**src/rtl/regfile_access_arbiter.sv**
```systemverilog
// regfile_access_arbiter
// Shares the register file write port and read port 2 between the core
// writeback stage and a debug/loader requester (UART monitor, switches).
// Core writeback normally wins; a debug read, or a debug write that has lost
// STARVE_LIMIT consecutive cycles to the core, freezes the core for one cycle
// (STALL) so the debug access can use the ports.
//
// Optional feature macro: RF_ARB_PROTECT_EN
//   When defined, debug writes to x2 (sp) and x3 (MMIO base) are rejected
//   and reported through dbg_err. When undefined, dbg_err is tied low.
module regfile_access_arbiter #(
  parameter int DATA_W       = 32,
  parameter int ADDR_W       = 5,
  parameter int STARVE_LIMIT = 8
) (
  input  logic              clk,
  input  logic              reset,
  input  logic [ADDR_W-1:0] core_raddr2,
  input  logic              core_we,
  input  logic [ADDR_W-1:0] core_waddr,
  input  logic [DATA_W-1:0] core_wdata,
  output logic              core_stall,
  output logic [ADDR_W-1:0] rf_raddr2,
  input  logic [DATA_W-1:0] rf_rdata2,
  output logic              rf_we,
  output logic [ADDR_W-1:0] rf_waddr,
  output logic [DATA_W-1:0] rf_wdata,
  input  logic              dbg_req,
  input  logic              dbg_we,
  input  logic [ADDR_W-1:0] dbg_addr,
  input  logic [DATA_W-1:0] dbg_wdata,
  output logic              dbg_ack,
  output logic [DATA_W-1:0] dbg_rdata,
  output logic              dbg_err
);

  typedef enum logic [1:0] {
    IDLE  = 2'd0,
    WAIT  = 2'd1,
    STALL = 2'd2,
    ACK   = 2'd3
  } state_t;

  localparam int CNT_W = (STARVE_LIMIT > 1) ? $clog2(STARVE_LIMIT + 1) : 1;

  state_t            state;
  state_t            state_next;
  logic              hold_we;
  logic [ADDR_W-1:0] hold_addr;
  logic [DATA_W-1:0] hold_wdata;
  logic [CNT_W-1:0]  starve_cnt;
  logic              protect_hit;
  logic              addr_zero;
  logic              dbg_sel;
  logic              starve_done;

`ifdef RF_ARB_PROTECT_EN
  assign protect_hit = hold_we &&
                       ((hold_addr == ADDR_W'(2)) || (hold_addr == ADDR_W'(3)));
`else
  assign protect_hit = 1'b0;
`endif

  assign addr_zero   = (hold_addr == '0);
  assign starve_done = (starve_cnt == CNT_W'(STARVE_LIMIT - 1));

  // The debug requester owns the write port when its write is issued in WAIT
  // (core idle) or in STALL (core frozen); rejected writes never take it.
  assign dbg_sel = hold_we && !protect_hit &&
                   (((state == WAIT) && !core_we) || (state == STALL));

  // State register plus the debug hold registers, starvation counter and
  // read-result register.
  always_ff @(posedge clk) begin
    if (reset) begin
      state      <= IDLE;
      hold_we    <= 1'b0;
      hold_addr  <= '0;
      hold_wdata <= '0;
      starve_cnt <= '0;
      dbg_rdata  <= '0;
    end else begin
      state <= state_next;
      if ((state == IDLE) && dbg_req) begin
        hold_we    <= dbg_we;
        hold_addr  <= dbg_addr;
        hold_wdata <= dbg_wdata;
        starve_cnt <= '0;
      end
      if ((state == WAIT) && hold_we && !protect_hit && core_we) begin
        starve_cnt <= starve_cnt + CNT_W'(1);
      end
      if ((state == STALL) && !hold_we) begin
        dbg_rdata <= addr_zero ? '0 : rf_rdata2;
      end
    end
  end

  // Next-state decision for the arbitration FSM.
  always_comb begin
    state_next = state;
    case (state)
      IDLE:  if (dbg_req) state_next = WAIT;
      WAIT: begin
        if (!hold_we)         state_next = STALL;
        else if (protect_hit) state_next = ACK;
        else if (!core_we)    state_next = ACK;
        else if (starve_done) state_next = STALL;
      end
      STALL: state_next = ACK;
      ACK:   state_next = IDLE;
      default: state_next = IDLE;
    endcase
  end

  // Port muxing: debug fields when selected, core fields otherwise; the core
  // write enable is ignored while the core is frozen.
  always_comb begin
    rf_we     = core_we && (state != STALL);
    rf_waddr  = core_waddr;
    rf_wdata  = core_wdata;
    rf_raddr2 = core_raddr2;
    if (dbg_sel) begin
      rf_we    = !addr_zero;
      rf_waddr = hold_addr;
      rf_wdata = hold_wdata;
    end
    if (state == STALL) begin
      rf_raddr2 = hold_addr;
    end
  end

  assign core_stall = (state == STALL);
  assign dbg_ack    = (state == ACK);
  assign dbg_err    = (state == ACK) && protect_hit;

endmodule
```
**config.mk**
```make
export PLATFORM = sky130hd
export DESIGN_NAME = regfile_access_arbiter
export DESIGN_NICKNAME = d
export VERILOG_FILES = /design/src/rtl/regfile_access_arbiter.sv
export SDC_FILE = /design/constraint.sdc
export NUM_CORES = 1
export LEC_CHECK = 0
export CAP_MARGIN = 30
export CORE_MARGIN = 2
export CORE_UTILIZATION = 36
export DETAILED_ROUTE_END_ITERATION = 10
export MAX_ROUTING_LAYER = met4
export PLACE_DENSITY = 0.77
export RECOVER_POWER = 100
export SLEW_MARGIN = 25
export SYNTH_ARGS = -nofsm -noshare
export SYNTH_HDL_FRONTEND = slang
export SYNTH_SLANG_ARGS = --single-unit
```
**constraint.sdc**
```tcl
create_clock -name clk -period 1.8 [get_ports clk]
set_input_delay 0.27 -clock clk [delete_from_list [all_inputs] [get_ports clk]]
set_output_delay 0.27 -clock clk [all_outputs]
set_load 0.005 [all_outputs]
```
* Word-level counts from Yosys, hierarchy flattened
Cells that the tools add are included. W data, S select, Z words.
Word-level totals: output and inout port bits 78, logic and storage cells 41, input bits 116, bits in registers 76
Cells by class: eq/ne operators 7, $add $sub $neg 1, reduce and logical (&&, ||, !) cells 15, muxes and demuxes 12
Operators by type and width (count):
- $mux W32 | 2
- $mux W5 | 2
- $mux W2 | 4
- $mux W4 | 2
- $pmux W2 S4 | 1
- $logic_and A1 B1 Y1 | 7
- $logic_not A5 Y1 | 1
- $add A4 B1 Y4 const B | 1
- $eq A2 B2 Y1 const B | 2
- $eq A4 B3 Y1 const B | 1
- $ne A2 B2 Y1 const B | 2
- $ne A4 B4 Y1 const B | 1
- $logic_not A1 Y1 | 3
- $eq A2 B1 Y1 const B | 1
- $logic_not A2 Y1 | 1
- $reduce_and A2 Y1 | 1
- $reduce_bool A2 Y1 | 1
- $logic_or A1 B1 Y1 | 1
- $mux W1 | 1

* Longest topological paths before layout
Gate-level depths: netlist of run 1.
depth in word-level cells 5, depth in mapped cells 8, mapped depth without buffers 5

* Worst setup path before layout of run 1
Ideal clock, no wire load.
kind register to output, from reg state[0], to out rf_wdata[16], buffers on the path 3, required time 1530 ps, setup slack -179 ps, stages on the path, launching flop included 8, arrival time 1709 ps, cell sequence dfxtp_1 inv_1 ha_1 buf_2 o21ai_1 buf_2 buf_4 mux2_2
On the way: elaborated cells on any way between the ends 6, those cells by class eq/ne: 2; mux: 1; reduce/logical: 3
RTL lines:
- start: declaration | line 46 | state_t state;
- start signal: assignment | line 83 | state <= state_next;
- $eq A2 B2 Y1
- via core_stall | line 22 | output logic core_stall,
- $logic_or A1 B1 Y1 | line 70 | (((state == WAIT) && !core_we) || (state == STALL));
- $logic_and A1 B1 Y1 | line 69 | assign dbg_sel = hold_we && !protect_hit &&
- $mux W32 | line 123 | if (dbg_sel) begin
- end: declaration | line 27 | output logic [DATA_W-1:0] rf_wdata,
The timed path passes the listed nets, and every way through them passes these cells.

* Final worst setup path of run 1
from reg state[1], to out rf_wdata[9]
On the way: longest elaborated chain between the ends 5, elaborated cells on any way between the ends 6, those cells by class eq/ne: 2; mux: 1; reduce/logical: 3
Ends and longest elaborated chain (line):
- $eq A2 B1 Y1 | 70
- $logic_and A1 B1 Y1 | 70
- $logic_or A1 B1 Y1 * | 70
- $logic_and A1 B1 Y1 * | 69
- $mux W32 * | 123
Every way passes the cells marked *; elsewhere a longest branch is shown, timed or not.

==> impl_results.md, run 1 <==
* Status: complete, but fails checks
* Failing checks: setup timing
* N_diodes at 0
* Die width at 105 um
* Fin. max-slew vios at 0
* XOR/XNOR share of the synthesized area at 0%
* Post-synth EDFFs at 0
* Share of cells above drive strength 1 at 26.4%
* Post-Synthesis Cells at 415
* Cell chain of the critical path: inv_2 > ha_4 > nor2b_4 > o21ai_4 > buf_6 > buf_12 > buf_8 > mux2_4 > buf_6
* Largest fanout of any net on the critical path at 5
* Rows at 36
* DR iter-0 viols at 151
* Overall power at 6.37 mW
* Fin nets at 742
* Min Hold Slack at 0.227 ns
* Root buf cell: clkbuf_8
* Post-Route WL at 12.4 mm
* Fin Setup TNS at -16.73 ns
* Pint at 4.17 mW
* Setup Slack @ Placement at -0.540 ns
* Worst hold path class: input pin to register
* Yosys top cell by area: dfxtp_1
* Final hold violations at 0
* Worst r2r src: state[1]
* Adder-cell share of the synthesized area at 2.04%
* Pleak at 2.68 nW
* R2R depth at 7
* Synth area leaders: dfxtp_1, mux2_2, nand2_1
* DRC violations left at 0
* Synthesis-to-layout area growth at 72.4%
* Unrepaired setup endpoints after global routing: true
* Starting density of the core at 37.4%
* Antenna violations before repair at 0
* Via count at 3835
* Final worst setup slack at -0.482 ns
* Cells after DPL at 726
* Cts bufs inserted at 9
* Synthesis-stage register bit count at 76
* Clock power share at 22.1%
* Max Fclk at 0.438 GHz
* Min-delay src: reset
* I/O pins at 194
* Flop pwr share at 33.4%
* Post-synthesis mux area share at 13.4%
* R2R Setup Slk at 0.06 ns
* Synthesized area at 3690 sq um
* Peak VDD IR at 0.421 mV
* Final Critical Period at 2.28 ns
* Syn nets at 537
* Max clock buf depth at 2
* Pwr Density at 1000 nW/um^2
* H-tree levels at 3
* CTS sink cnt at 76
* Global-route wire length before repair at 19.6 mm
* Vias/cell at 5.07
* Post-DR wirelength/cell at 16.4 um
* Final RePlAce weighted congestion at 0.804
* Period utilization at 127%
* WP buf/inv at 5
* Crit path from: state[1]
* Share of the synthesized area in the top cell type at 41.3%
* Avg Cell Area, Syn at 8.89 sq um
* WP data arrival at 2.01 ns
* I/O Buffers at 192
* Vias in the first global route at 3831
* Combinational cell fraction of total power at 44.6%
* Commonest non-fill, non-tap cells in the layout: clkdlybuf4s50_1, nand2_1, a21oi_1
* Core Area at 9860 sq um
* Commonest non-fill, non-tap cell in the layout: clkdlybuf4s50_1
* Critical path required time at 1.53 ns
* Largest family of logic cells by synthesized area: compound AO/OA/AOI/OAI gates
* CTS tree: done
* Warnings from Yosys at 0
* Worst path slowest cell: dfxtp_2
* Max cap viols at 0
* Psw at 2.21 mW
* Post-DP HPWL at 8.17 mm
* Largest net degree at the start of global routing at 45
* Main synth FF type: dfxtp_1
* FFs w/ async S/R, synth at 0%
* Skew final at 0.0185 ns
* Crit path capture type: output pin
* Fin cells at 757
* Critical path's top delay family: buffers and inverters
* Worst Setup Path Type: register to output pin
* CP Launch Type: register
* Final setup viols at 44
* DP Area at 5820 sq um
* Switching share of power at 34.6%
* Die span in y at 105 um
* Drt first pass iters at 4
* Full die area at 11100 sq um
* Post-synthesis sequential area ratio at 41.3%
* Reg2reg end: dbg_rdata[24]
* Simple-gate share of the synthesized area at 14.4%
* Final Cell Area at 6360 sq um
* Compound-Gate Fraction of Synth Area at 22.4%
* Most used cell, CP: buf_6
* Worst-path clk slew at 0.08 ns
* Worst Hold Depth at 2
* Total Routing Usage GR at 23.2%
* Antenna viol nets, final at 0
* Worst skew pair latency at 0.35 ns
* Worst path max stage delay at 0.35 ns
* Overflow after GRT at 0
* Hold path endpoint: starve_cnt[0]
* Netlist cell types at 32
* Final core occ at 64.4%
==> Yosys cell counts (4+ instances only) <==
cell type  count
a21oi_1       75
buf_2         10
buf_4          6
clkbuf_1      15
dfxtp_1       76
ha_1           6
inv_1          5
mux2_2        42
nand2_1      110
nand2b_1       4
nor2b_1        4
o211ai_1       4
o211ai_2      29
==> kinds of logic after synthesis <==
logic type,after synthesis
other,1
AOI/OAI and AO/OA,116
muxes,44
and+or+nand+nor,129
adders and majority gates,6
DFF,76
buffers and inverters,43
==> per-layer routing <==
layer / vias up / track usage (%) / wire length, um
li1: 1832 / - / -
met1: 1782 / 26.7 / 5140
met2: 202 / 39.3 / 6050
met3: 19 / 5.49 / 975
met4: 0 / 7.90 / 261
met5: - / - / 0
==> worst max path at each step <==
stage,endpoint,cells after the start
after global routing,rf_wdata[9],9
after global placement,rf_wdata[11],6
final,rf_wdata[9],9
after floorplan,rf_wdata[16],7
after CTS,rf_wdata[9],9
after detailed placement,rf_wdata[0],6
==> power groups by stage <==
stage          Sequential, mW  Combinational, mW  Clock, mW
2_1_floorplan            2.12               1.55          0
3_3_place_gp             2.14               2.66          0
3_5_place_dp             2.15               2.71          0
4_1_cts                  2.13               3.02       1.43
5_1_grt                  2.16               3.09       1.49
6_report                 2.13               2.84       1.41
==> repair_timing <==
action,4_1_cts,5_1_grt
resized for setup,242,9
cloned,3,0
hold buffers,0,0
setup endpoints to repair,44,45
setup buffers,17,2
endpoints found under the hold margin,0,0
pin swaps,3,0
==> layout make-up <==
class | count | area (sq um)
clock buffers | 10 | 128
multi-input cells | 296 | 2070
clock inverters | 5 | 77.6
well taps | 133 | 166
fillers | 765 | 3510
repair buffers | 232 | 2370
flip-flops and latches | 76 | 1530
inverters | 5 | 18.8
==> sequential cells by signal (all words and copies together) (netlist names) <==
name / cells
hold_wdata: 32
starve_cnt: 4
state: 2
dbg_rdata: 32
hold_addr: 5
hold_we: 1
Power figures use the tool's default switching activity.
==> inputs of run 2 (changes only) <==
--- a/config.mk
+++ b/config.mk
@@ -11,7 +11,7 @@
 export DETAILED_ROUTE_END_ITERATION = 10
 export MAX_ROUTING_LAYER = met4
 export PLACE_DENSITY = 0.77
-export RECOVER_POWER = 100
+export RECOVER_POWER = 50
 export SLEW_MARGIN = 25
 export SYNTH_ARGS = -nofsm -noshare
 export SYNTH_HDL_FRONTEND = slang
==> run 2 against run 1 <==
Sequential power about the same; sequential cell count unchanged; routed wire length decreased by 0.19%; combinational power increased by 2%; worst hold slack improved by 0.0045 ns; largest power group unchanged; non-clock buffer count unchanged; the run still ends with setup timing left; core utilization increased by 0.48 points.
==> impl_results.md, run 2 (synthesis results as in run 1) <==
* Status: complete, but fails checks (unchanged)
* Failing checks: setup timing (unchanged)
* Drt first pass iters at 4 (unchanged)
* Largest fanout of any net on the critical path at 5 (unchanged)
* Pwr Density at 1000 nW/um^2 (about the same)
* Pleak at 2.71 nW (was 2.68 nW)
* Cells after DPL at 726 (unchanged)
* Cts bufs inserted at 9 (unchanged)
* Peak VDD IR at 0.420 mV (was 0.421 mV)
* Min Hold Slack at 0.232 ns (was 0.227 ns)
* DP Area at 5820 sq um (unchanged)
* Crit path capture type: output pin (unchanged)
* Die span in y at 105 um (unchanged)
* Vias in the first global route at 3831 (unchanged)
* Largest net degree at the start of global routing at 45 (unchanged)
* Fin Setup TNS at -16.79 ns (was -16.73 ns)
* Area occupied by multi-input gates at 2110 sq um (was 2070 sq um)
* Fin nets at 742 (unchanged)
* Final hold violations at 0 (unchanged)
* I/O pins at 194 (unchanged)
* CTS tree: done (unchanged)
* Via count at 3841 (was 3835)
* Period utilization at 127% (about the same)
* Final RePlAce weighted congestion at 0.804 (unchanged)
* Critical path required time at 1.53 ns (about the same)
* H-tree levels at 3 (unchanged)
* CTS Hold Bufs at 0 (unchanged)
* Antenna violations before repair at 0 (unchanged)
* Worst slew pin tran at 0.503 ns
* Final setup viols at 44 (unchanged)
* Cell chain of the critical path: inv_2 > ha_4 > nor2b_4 > o21ai_4 > buf_6 > buf_12 > buf_8 > mux2_4 > buf_6 (unchanged)
* Final core occ at 64.9% (was 64.4%)
* Max Fclk at 0.438 GHz (about the same)
* Slew HR at 66.5%
* Worst-path clk slew at 0.08 ns (about the same)
* Largest registers: dbg_rdata (32), hold_wdata (32), hold_addr (5) (unchanged)
* Max cap viols at 0 (unchanged)
* Commonest non-fill, non-tap cell in the layout: clkdlybuf4s50_1 (unchanged)
* Post-DR wirelength/cell at 16.4 um (about the same)
* Most used cell, CP: buf_6 (unchanged)
* Worst path max stage delay at 0.35 ns (about the same)
* Sequential cell area at 1530 sq um (unchanged)
* WP data arrival at 2.01 ns (about the same)
* Global-route wire length before repair at 19.6 mm (unchanged)
* Skew final at 0.0178 ns (was 0.0185 ns)
* WP buf/inv at 5 (unchanged)
* Root buf cell: clkbuf_8 (unchanged)
* Worst path slowest cell: dfxtp_2 (unchanged)
* I/O Buffers at 192 (unchanged)
* Die width at 105 um (unchanged)
* Core Area at 9860 sq um (unchanged)
* Rows at 36 (unchanged)
* Worst Setup Path Type: register to output pin (unchanged)
* Worst skew pair latency at 0.35 ns (about the same)
* Vias/cell at 5.07 (about the same)
* Post-Route WL at 12.4 mm (about the same)
* Final Critical Period at 2.28 ns (about the same)
* Starting density of the core at 37.4% (unchanged)
* Final worst setup slack at -0.482 ns (about the same)
* DRC violations left at 0 (unchanged)
* CP Launch Type: register (unchanged)
* Final Cell Area at 6400 sq um (was 6360 sq um)
* Share of cells above drive strength 1 at 27.9% (was 26.4%)
* Max clock buf depth at 2 (unchanged)
* R2R Setup Slk at 0.06 ns (about the same)
* Commonest non-fill, non-tap cells in the layout: clkdlybuf4s50_1, nand2_1, a21oi_1 (unchanged)
* Synthesis-to-layout area growth at 73.7% (was 72.4%)
* Unrepaired setup endpoints after global routing: true (unchanged)
* Critical path's top delay family: buffers and inverters (unchanged)
* Layout fillers at 756 (was 765)
* N_diodes at 0 (unchanged)
* Post-DP HPWL at 8.17 mm (unchanged)
* Fin cells at 757 (unchanged)
* Total Routing Usage GR at 23.2% (unchanged)
* DR iter-0 viols at 154 (was 151)
* Worst hold path class: input pin to register (unchanged)
* Fin. max-slew vios at 0 (unchanged)
* Antenna viol nets, final at 0 (unchanged)
* CTS sink cnt at 76 (unchanged)
* Full die area at 11100 sq um (unchanged)
* Overflow after GRT at 0 (unchanged)
-- run 2: metal layers --
metal	wire length, um	vias to the layer above	global-route usage [%]
met2	6020	203	39.3
met1	5180	1792	26.7
met3	961	15	5.49
met5	0	-	-
met4	239	0	7.90
li1	-	1831	-
-- run 2: worst reg2reg max path, delay by kind of cell, from the launching register on --
kind | cells | cell delay (ns)
AO/OA/AOI/OAI | 2 | 0.37
adder cells (fa/ha/maj) | 1 | 0.14
buffers and inverters | 3 | 0.62
flip-flops | 1 | 0.35
AND/OR/NAND/NOR | 1 | 0.17
-- run 2: timing repair --
item                                    CTS  global route
gates cloned                              3             0
hold endpoints to repair                  0             0
endpoints found under the setup margin   44            45
gates resized for setup                 242             9
setup buffers                            17             2
pin swaps                                 3             0
-- run 2: final timing paths --
| check | start | endpoint | cells past startpoint |
|---|---|---|---|
| worst min register to register | dbg_rdata[31] | dbg_rdata[31] | 2 |
| worst max-delay path | state[1] | rf_wdata[9] | 9 |
| worst max register to register | state[1] | dbg_rdata[24] | 7 |
| worst min-delay path | reset | starve_cnt[0] | 2 |
-- run 2: area by class of cell --
cell class | instances | area share, %
Timing Repair Buffer | 232 | 37.1
Multi-Input combinational cell | 296 | 33.0
Sequential cell | 76 | 23.8
Tap cell | 133 | 2.60
Clock buffer | 10 | 1.99
Clock inverter | 5 | 1.21
Inverter | 5 | 0.293
-- run 2: per-stage QoR --
stage / total power, mW / setup slack, ns
floorplan: 3.67 / 0.0175
global placement: 4.80 / -0.497
detailed placement: 4.86 / -0.540
CTS: 6.58 / -0.496
global route: 6.79 / -0.550
finish: 6.42 / -0.482
-- run 2: power breakdown --
group | internal (mW) | switching (mW) | total, mW
Combinational | 1.46 | 1.43 | 2.89
Clock | 0.770 | 0.634 | 1.40
Sequential | 1.96 | 0.172 | 2.13
